$ cat config.mk
export PLATFORM = sky130hd
export DESIGN_NAME = debounce_multi
export DESIGN_NICKNAME = d
export VERILOG_FILES = /design/src/rtl/debounce_pkg.sv /design/src/rtl/debounce_ch.sv /design/src/rtl/debounce_multi.sv
export SDC_FILE = /design/constraint.sdc
export NUM_CORES = 1
export LEC_CHECK = 0
export ABC_AREA = 0
export CORE_UTILIZATION = 25
export CTS_CLUSTER_SIZE = 8
export DETAILED_ROUTE_END_ITERATION = 12
export PLACE_DENSITY = 0.4
export SLEW_MARGIN = 5
export SYNTH_ARGS = -nofsm -noshare
export SYNTH_HDL_FRONTEND = slang
export SYNTH_SLANG_ARGS = --single-unit
$ cat constraint.sdc
create_clock -name clkr -period 5.4 [get_ports clkr]
set_input_delay 1.08 -clock clkr [delete_from_list [all_inputs] [get_ports clkr]]
set_output_delay 1.08 -clock clkr [all_outputs]
set_load 0.1 [all_outputs]
$ cat src/rtl/debounce_pkg.sv
// debounce_pkg: shared FSM state encoding and counter-width helper for debounce_multi.
// Latency: n/a (types and functions only).
// Backpressure: n/a.
package debounce_pkg;

  // Per-channel debounce FSM: stable states LOW/HIGH, qualifying states RISE/FALL.
  typedef enum logic [1:0] {
    ST_LOW  = 2'd0,
    ST_RISE = 2'd1,
    ST_HIGH = 2'd2,
    ST_FALL = 2'd3
  } state_t;

  // Bits needed to hold the agreement counter up to and including stable_cnt.
  function automatic int cnt_width(input int stable_cnt);
    return (stable_cnt < 1) ? 1 : $clog2(stable_cnt + 1);
  endfunction

endpackage

$ cat src/rtl/debounce_ch.sv
// debounce_ch: one button channel - 2-FF synchroniser, debounce FSM, agreement counter,
// optional hold counter (DEBOUNCE_AUTOREPEAT_EN). Latency: 2 cycles sync + STABLE_CNT samples.
// Backpressure: none; ticks are single-cycle pulses with no handshake.
module debounce_ch
  import debounce_pkg::*;
#(
  parameter int STABLE_CNT = 4,
  parameter int REPEAT_DLY = 250,
  parameter int REPEAT_PER = 50
) (
  input  logic clkr,
  input  logic resetr,
  input  logic i_level,
  input  logic i_stb,
  output logic o_state,
  output logic o_press,
  output logic o_release
);

  localparam int CW = cnt_width(STABLE_CNT);
  localparam logic [CW-1:0] CNT_MAX = CW'(STABLE_CNT);
  localparam logic [CW-1:0] CNT_ONE = CW'(1);

  logic          r_s1;
  logic          r_s2;
  state_t        r_state;
  logic [CW-1:0] r_cnt;
  logic          r_press;
  logic          r_release;

  state_t        w_state_nxt;
  logic [CW-1:0] w_cnt_nxt;
  logic [CW-1:0] w_cnt_inc;
  logic          w_sync;
  logic          w_press;
  logic          w_release;
  logic          w_rep_tick;

  assign w_sync = r_s2;

  // Two-flop synchroniser for the raw asynchronous button level.
  always_ff @(posedge clkr or posedge resetr) begin
    if (resetr) begin
      r_s1 <= 1'b0;
      r_s2 <= 1'b0;
    end else begin
      r_s1 <= i_level;
      r_s2 <= r_s1;
    end
  end

  // Saturating increment: the counter can never wrap past STABLE_CNT.
  assign w_cnt_inc = (r_cnt >= CNT_MAX) ? CNT_MAX : r_cnt + CNT_ONE;

  // Next-state and acceptance decode; nothing moves outside strobe cycles.
  always_comb begin
    w_state_nxt = r_state;
    w_cnt_nxt   = r_cnt;
    w_press     = 1'b0;
    w_release   = 1'b0;
    if (i_stb) begin
      case (r_state)
        ST_LOW: begin
          if (w_sync) begin
            if (STABLE_CNT == 1) begin
              w_state_nxt = ST_HIGH;
              w_cnt_nxt   = '0;
              w_press     = 1'b1;
            end else begin
              w_state_nxt = ST_RISE;
              w_cnt_nxt   = CNT_ONE;
            end
          end
        end
        ST_RISE: begin
          if (w_sync) begin
            if (w_cnt_inc == CNT_MAX) begin
              w_state_nxt = ST_HIGH;
              w_cnt_nxt   = '0;
              w_press     = 1'b1;
            end else begin
              w_cnt_nxt = w_cnt_inc;
            end
          end else begin
            w_state_nxt = ST_LOW;
            w_cnt_nxt   = '0;
          end
        end
        ST_HIGH: begin
          if (!w_sync) begin
            if (STABLE_CNT == 1) begin
              w_state_nxt = ST_LOW;
              w_cnt_nxt   = '0;
              w_release   = 1'b1;
            end else begin
              w_state_nxt = ST_FALL;
              w_cnt_nxt   = CNT_ONE;
            end
          end
        end
        ST_FALL: begin
          if (!w_sync) begin
            if (w_cnt_inc == CNT_MAX) begin
              w_state_nxt = ST_LOW;
              w_cnt_nxt   = '0;
              w_release   = 1'b1;
            end else begin
              w_cnt_nxt = w_cnt_inc;
            end
          end else begin
            w_state_nxt = ST_HIGH;
            w_cnt_nxt   = '0;
          end
        end
        default: begin
          w_state_nxt = ST_LOW;
          w_cnt_nxt   = '0;
        end
      endcase
    end
  end

  // FSM state, agreement counter and registered tick outputs.
  always_ff @(posedge clkr or posedge resetr) begin
    if (resetr) begin
      r_state   <= ST_LOW;
      r_cnt     <= '0;
      r_press   <= 1'b0;
      r_release <= 1'b0;
    end else begin
      r_state   <= w_state_nxt;
      r_cnt     <= w_cnt_nxt;
      r_press   <= w_press | w_rep_tick;
      r_release <= w_release;
    end
  end

`ifdef DEBOUNCE_AUTOREPEAT_EN
  localparam int HOLD_MAX = (REPEAT_DLY > REPEAT_PER) ? REPEAT_DLY : REPEAT_PER;
  localparam int HW       = $clog2(HOLD_MAX + 1);

  logic [HW-1:0] r_hold;
  logic          r_rep_phase;
  logic [HW-1:0] w_hold_nxt;
  logic [HW-1:0] w_hold_inc;
  logic [HW-1:0] w_hold_lim;
  logic          w_phase_nxt;

  // First repeat waits REPEAT_DLY strobes, later ones REPEAT_PER.
  assign w_hold_lim = r_rep_phase ? HW'(REPEAT_PER) : HW'(REPEAT_DLY);
  assign w_hold_inc = r_hold + HW'(1);

  // Hold counting only while the channel stays in HIGH; any exit clears it.
  always_comb begin
    w_hold_nxt  = r_hold;
    w_phase_nxt = r_rep_phase;
    w_rep_tick  = 1'b0;
    if ((r_state != ST_HIGH) || (w_state_nxt != ST_HIGH)) begin
      w_hold_nxt  = '0;
      w_phase_nxt = 1'b0;
    end else if (i_stb) begin
      if (w_hold_inc == w_hold_lim) begin
        w_rep_tick  = 1'b1;
        w_hold_nxt  = '0;
        w_phase_nxt = 1'b1;
      end else begin
        w_hold_nxt = w_hold_inc;
      end
    end
  end

  // Hold counter and repeat-phase registers.
  always_ff @(posedge clkr or posedge resetr) begin
    if (resetr) begin
      r_hold      <= '0;
      r_rep_phase <= 1'b0;
    end else begin
      r_hold      <= w_hold_nxt;
      r_rep_phase <= w_phase_nxt;
    end
  end
`else
  logic w_rep_cfg_unused;

  assign w_rep_tick       = 1'b0;
  assign w_rep_cfg_unused = REPEAT_DLY[0] ^ REPEAT_PER[0];
`endif

  assign o_state   = (r_state == ST_HIGH) || (r_state == ST_FALL);
  assign o_press   = r_press;
  assign o_release = r_release;

endmodule

$ cat src/rtl/debounce_multi.sv
// debounce_multi: N_CH push-button debouncer with shared sample prescaler (auto-repeat via DEBOUNCE_AUTOREPEAT_EN).
// Latency: 2 sync cycles plus STABLE_CNT sample strobes to an accepted level and tick.
// Backpressure: none; outputs are levels and one-cycle pulses.
module debounce_multi
  import debounce_pkg::*;
#(
  parameter int N_CH       = 4,
  parameter int SAMPLE_DIV = 1000,
  parameter int STABLE_CNT = 4,
  parameter int REPEAT_DLY = 250,
  parameter int REPEAT_PER = 50
) (
  input  logic            clkr,
  input  logic            resetr,
  input  logic [N_CH-1:0] levelr,
  output logic [N_CH-1:0] stater,
  output logic [N_CH-1:0] press_tickr,
  output logic [N_CH-1:0] release_tickr,
  output logic            sample_stbr
);

  localparam int DW = (SAMPLE_DIV > 1) ? $clog2(SAMPLE_DIV) : 1;
  localparam logic [DW-1:0] DIV_LAST = DW'(SAMPLE_DIV - 1);

  logic [DW-1:0] r_div;
  logic          w_stb;

  // Free-running prescaler 0..SAMPLE_DIV-1 shared by all channels.
  always_ff @(posedge clkr or posedge resetr) begin
    if (resetr) begin
      r_div <= '0;
    end else if (r_div == DIV_LAST) begin
      r_div <= '0;
    end else begin
      r_div <= r_div + DW'(1);
    end
  end

  // Strobe is held low in reset so a SAMPLE_DIV of 1 still reads 0 while reset.
  assign w_stb       = (r_div == DIV_LAST) && !resetr;
  assign sample_stbr = w_stb;

  for (genvar g = 0; g < N_CH; g++) begin : g_ch
    debounce_ch #(
      .STABLE_CNT (STABLE_CNT),
      .REPEAT_DLY (REPEAT_DLY),
      .REPEAT_PER (REPEAT_PER)
    ) u_ch (
      .clkr      (clkr),
      .resetr    (resetr),
      .i_level   (levelr[g]),
      .i_stb     (w_stb),
      .o_state   (stater[g]),
      .o_press   (press_tickr[g]),
      .o_release (release_tickr[g])
    );
  end

endmodule
After elaboration in Yosys (flattened, before gate mapping)
Index checks and enable logic that the tools add are counted.
{"block": "op_classes", "n_lt_le_gt_ge": 4, "reduce_logical": 18, "n_addsub": 5, "eq_ne": 33, "n_mux": 85}
{"cell": "3-bit two-way mux", "n": 24}
{"cell": "2-bit two-way mux", "n": 24}
{"cell": "3-bit one-hot mux with 4 select lines", "n": 4}
{"cell": "2-bit one-hot mux with 4 select lines", "n": 4}
{"cell": "1-bit two-way mux", "n": 28}
{"cell": "5-bit AND reduction", "n": 4}
{"cell": "2-bit equality test, second input constant", "n": 8}
{"cell": "3-bit by 1-bit adder with 3-bit output, second input constant", "n": 4}
{"cell": "3-bit equality test, second input constant", "n": 4}
{"cell": "3-bit >= comparator, second input constant", "n": 4}
{"cell": "3-bit by 1-bit != test with 1-bit output, second input constant", "n": 4}
{"cell": "3-bit != test, second input constant", "n": 4}
{"cell": "3-bit AND reduction", "n": 4}
{"cell": "10-bit by 1-bit adder with 10-bit output, second input constant", "n": 1}
{"cell": "10-bit equality test, second input constant", "n": 1}
{"cell": "10-bit two-way mux", "n": 1}
{"cell": "2-bit by 1-bit equality test with 1-bit output, second input constant", "n": 4}
{"cell": "2-bit logical NOT", "n": 4}
{"cell": "2-bit by 1-bit != test with 1-bit output, second input constant", "n": 4}
{"cell": "2-bit != test, second input constant", "n": 4}
{"cell": "1-bit logical OR", "n": 4}
{"cell": "1-bit logical AND", "n": 1}
{"cell": "1-bit logical NOT", "n": 1}
{"block": "totals", "in_bits": 6, "reg_bits": 46, "elab_cells": 170}

Longest topological paths before layout
{"block": "logic_depth", "depth_word": 7, "depth_mapped": 7}

Modules after synthesis
A second synthesis with hierarchy kept.
{"block": "hier_totals", "cells_unflattened": 177, "area_unflattened_um2": 2175.8}
{"module": "debounce_ch", "seq_area_each_um2": 225.2, "area_per_inst_um2": 422.9, "cells_each": 33, "n_inst": 4}
{"module": "debounce_multi", "seq_area_each_um2": 250.2, "area_per_inst_um2": 484.2, "cells_each": 45, "n_inst": 1}

Worst setup path before layout
No wires, ideal clock.
{"block": "synth_path", "path_type": "input -> output", "from": "input resetr", "to": "output sample_stbr", "stages": 4, "t_required_ns": 4.320, "n_path_buf": 1, "setup_slack_ns": 1.580, "t_arrival_ns": 2.740, "cell_sequence": "inv_1 > nand4b_4 > inv_2 > buf_6"}
{"block": "synth_via", "elab_chain_cells": 2}
{"item": "start: declaration", "line_no": "debounce_multi.sv:14", "text": "input logic resetr,"}
{"item": "1-bit logical NOT (no line)"}
{"item": "1-bit logical AND", "line_no": "debounce_multi.sv:40", "text": "assign w_stb = (r_div == DIV_LAST) && !resetr;"}
{"item": "end: declaration", "line_no": "debounce_multi.sv:19", "text": "output logic sample_stbr"}
No other way between the ends.

Worst setup path after layout
Ends and elaborated chain as after synthesis.

==> flow_metrics.tcl <==
set metrics [dict create \
    cts_root_buffer "clkbuf_8" \
    hold_viol_final 0 \
    cts.sinks 46 \
    grt_first_pass_wirelength_um 6420 \
    synth_seq_area_share_pct 52.4 \
    yosysUniqueCellTypes 35 \
    dieArea_um2 9160 \
    wl_um 3600 \
    cp_max_fo 17 \
    drv_cap 0 \
    tightest_slew_ns 0.967 \
    core_um2 8340 \
    antenna_found_initial 0 \
    slew_headroom_pct 35.3 \
    firstDrtPassIters 4 \
    num_rows 33 \
    swShare_pct 21.3 \
    drtIter0Drc 75 \
    pre_cts_ws_ns 1.81 \
    grt_max_degree 47 \
    numCtsBuffers 5 \
    yosys_register_bits 46 \
    cp-start-kind "input port" \
    syn_area_um2 2200 \
    setup_violations 0 \
    ys_warn_count 0 \
    start_util_pct 26.3 \
    ant_nets 0 \
    crit_top_cell "inv_2" \
    power_frac_comb_pct 2.6 \
    grt-ovfl-total 0 \
    critPathSlowestCell "clkdlybuf4s50_1" \
    power_frac_clock_pct 35.2 \
    status "finished clean" \
    die_y_um 95.7 \
    clkLatencyLatePin_ns 0.29 \
    critical_path_class "in -> out" \
    place_area_um2 2390 \
    nNetsFinal 224 \
    cpPeakStageDelay_ns 0.41 \
    syn_inst 201 \
    required_ns 4.32 \
    drive_gt1_share_pct 10.5 \
    slew_violations 0 \
    vias 1333 \
    n_antenna_cell 0 \
    clkTransAtPathRegs_ns 0.08 \
    ios 19 \
    clockBufferDepth 2 \
    rsz0062_at_grt "false" \
    via_per_inst 4.25 \
    power_density_nw_per_um2 227 \
    die_width_um 95.7 \
    ir_drop_v 0.0000885 \
    cp.arrival_ns 2.48 \
    io_buffers 18 \
    cts_setup_buffers 0 \
    holdBufCountCts 0 \
    gp_congestion 0.714 \
    wl_per_cell_um 11.5 \
    dpl.hpwl_um 2430 \
    drc 0 \
    fill_cells 888 \
    crit_path_end_kind "primary output" \
    max_freq_mhz 281 \
    p_leak_nw 1.12 \
    synth_nets 216 \
    htreeDepth 2 \
    p_switching_w 0.000120 \
    syn_to_final_growth_pct 12.4 \
    grt_pass1_vias 1412 \
    path_cells "clkdlybuf4s50_1, inv_2, nand4b_4, inv_2, buf_4" \
    fin_area_um2 2470 \
    whs_ns 0.353 \
    internal_power_w 0.000442 \
    setup_tns_ns 0 \
    hold_path.class "reg -> reg" \
    cts-resized-gates 0 \
    holdPathStages 0 \
    fin_crit_sh_pct 66.0 \
    postLayoutSetupSlackWorst_ns 1.84 \
    cts_tree "done" \
    clock-skew-final_ns 0.00878 \
    syn_area_per_cell_um2 10.9 \
    ff2ff_path_depth 6 \
    p_seq_share_pct 62.2 \
    grt_util_all_layers_pct 9.05 \
    period_needed_ns 3.56 \
]
## cell type report
type | count | area, um^2 | share of cell area [%]
well taps | 105 | 131 | 5.32
inverters | 15 | 56.3 | 2.28
clock buffers | 7 | 76.3 | 3.09
multi-input cells | 122 | 867 | 35.1
flip-flops and latches | 46 | 1150 | 46.7
repair buffers | 19 | 185 | 7.51
## per-stage QoR
stage | instances | total power [W] | util (%)
after floorplan | 201 | 0.000364 | -
after global placement | 307 | 0.000372 | 28.7
after detailed placement | 307 | 0.000372 | 28.7
after CTS | 314 | 0.000576 | 29.6
after global routing | 314 | 0.000590 | 29.6
final | 314 | 0.000561 | 29.6
## state kept, by name, summed over array words and instances, names as in the netlist, named ones only
| signal | cells |
|---|---|
| g_ch.u_ch.r_s2 | 4 |
| g_ch.u_ch.r_s1 | 4 |
| g_ch.u_ch.o_press | 4 |
| g_ch.u_ch.r_cnt | 12 |
| r_div | 10 |
| g_ch.u_ch.o_release | 4 |
| g_ch.u_ch.r_state | 4 |
## synthesized netlist by cell type (all sizes together)
master / instances / area (um^2)
dfrtp: 46 / 1150
o21ai: 20 / 100
nand2: 17 / 63.8
inv: 15 / 56.3
buf: 14 / 106
nor2: 11 / 41.3
ha: 9 / 113
nand3: 8 / 40.0
nor3b: 8 / 60.1
mux2: 6 / 82.6
xor2: 6 / 52.6
or2: 5 / 41.3
and3b: 4 / 35.0
clkbuf: 4 / 15.0
xnor2: 4 / 35.0
a22oi: 3 / 22.5
a31oi: 3 / 18.8
nand4b: 3 / 41.3
mux2i: 2 / 20.0
nand4: 2 / 12.5
nor2b: 2 / 12.5
nor4: 2 / 12.5
a22o: 1 / 8.76
a32o: 1 / 10.0
and3: 1 / 6.26
and4bb: 1 / 16.3
nand2b: 1 / 6.26
o22a: 1 / 8.76
o22ai: 1 / 6.26
## cell families (layout without fill, tap and decap cells)
group / Yosys count / in the layout / share of synthesized area, %
xor+xnor: 10 / 10 / 3.99
compound gates: 30 / 30 / 7.98
fa+ha+maj: 9 / 9 / 5.13
flops: 46 / 46 / 52.4
mux: 8 / 8 / 4.67
buf+inv: 33 / 41 / 8.09
simple gates: 65 / 65 / 17.7
## cells in the final DEF (no fill, tap or decap), types with 2 or more instances in the layout
master           netlist  routed
dfrtp_1               46      46
o21ai_0               20      20
nand2_1               17      17
clkdlybuf4s50_1        0      17
inv_1                 14      13
nor2_1                11      11
ha_1                   9       9
nand3_1                8       8
nor3b_1                8       8
xor2_1                 6       6
clkbuf_8               0       5
xnor2_1                4       4
and3b_1                4       4
or2_4                  4       4
mux2_4                 4       4
a22oi_1                3       3
a31oi_1                3       3
inv_2                  1       2
mux2i_1                2       2
nand4_1                2       2
nor4_1                 2       2
nor2b_1                2       2
nand4b_1               2       2
mux2_2                 2       2
clkbuf_1               4       2
buf_4                 12       2
## critical path: cells and delay by family
family	cells	cell delay [ns]
buffers and inverters	4	1.15
and+or+nand+nor	1	0.24
## worst paths after layout
path / from / to / slack (ns)
setup / recovery: resetr / sample_stbr / 1.84
hold / removal: g_ch[0].u_ch.r_s1$_DFF_PP0_ / g_ch[0].u_ch.r_s2$_DFF_PP0_ / 0.35
setup reg to reg: r_div[0]$_DFF_PP0_ / g_ch[0].u_ch.r_cnt[1]$_DFFE_PP0P_ / 3.53
hold reg to reg: g_ch[0].u_ch.r_s1$_DFF_PP0_ / g_ch[0].u_ch.r_s2$_DFF_PP0_ / 0.35
max in group asynchronous: resetr / g_ch[3].u_ch.r_state[0]$_DFFE_PP0P_ / 3.68
min in group asynchronous: resetr / g_ch[0].u_ch.r_cnt[2]$_DFFE_PP0P_ / 1.32
## power by group through the flow
stage	combinational, W	clock [W]	sequential [W]
after floorplan	0.00000820	0	0.000356
after global placement	0.0000157	0	0.000356
after detailed placement	0.0000156	0	0.000356
after CTS	0.0000157	0.000211	0.000349
after global routing	0.0000171	0.000223	0.000350
final	0.0000146	0.000197	0.000349
## routing by layer
| layer | vias up | routed length (um) | global-route usage, % |
|---|---|---|---|
| li1 | 677 | - | - |
| met1 | 636 | 1860 | 12.0 |
| met2 | 18 | 1620 | 14.1 |
| met3 | 2 | 90 | 2.61 |
| met4 | 0 | 29 | 2.99 |
| met5 | - | 0 | 0 |
No activity file was read; power rests on OpenSTA's default activity.
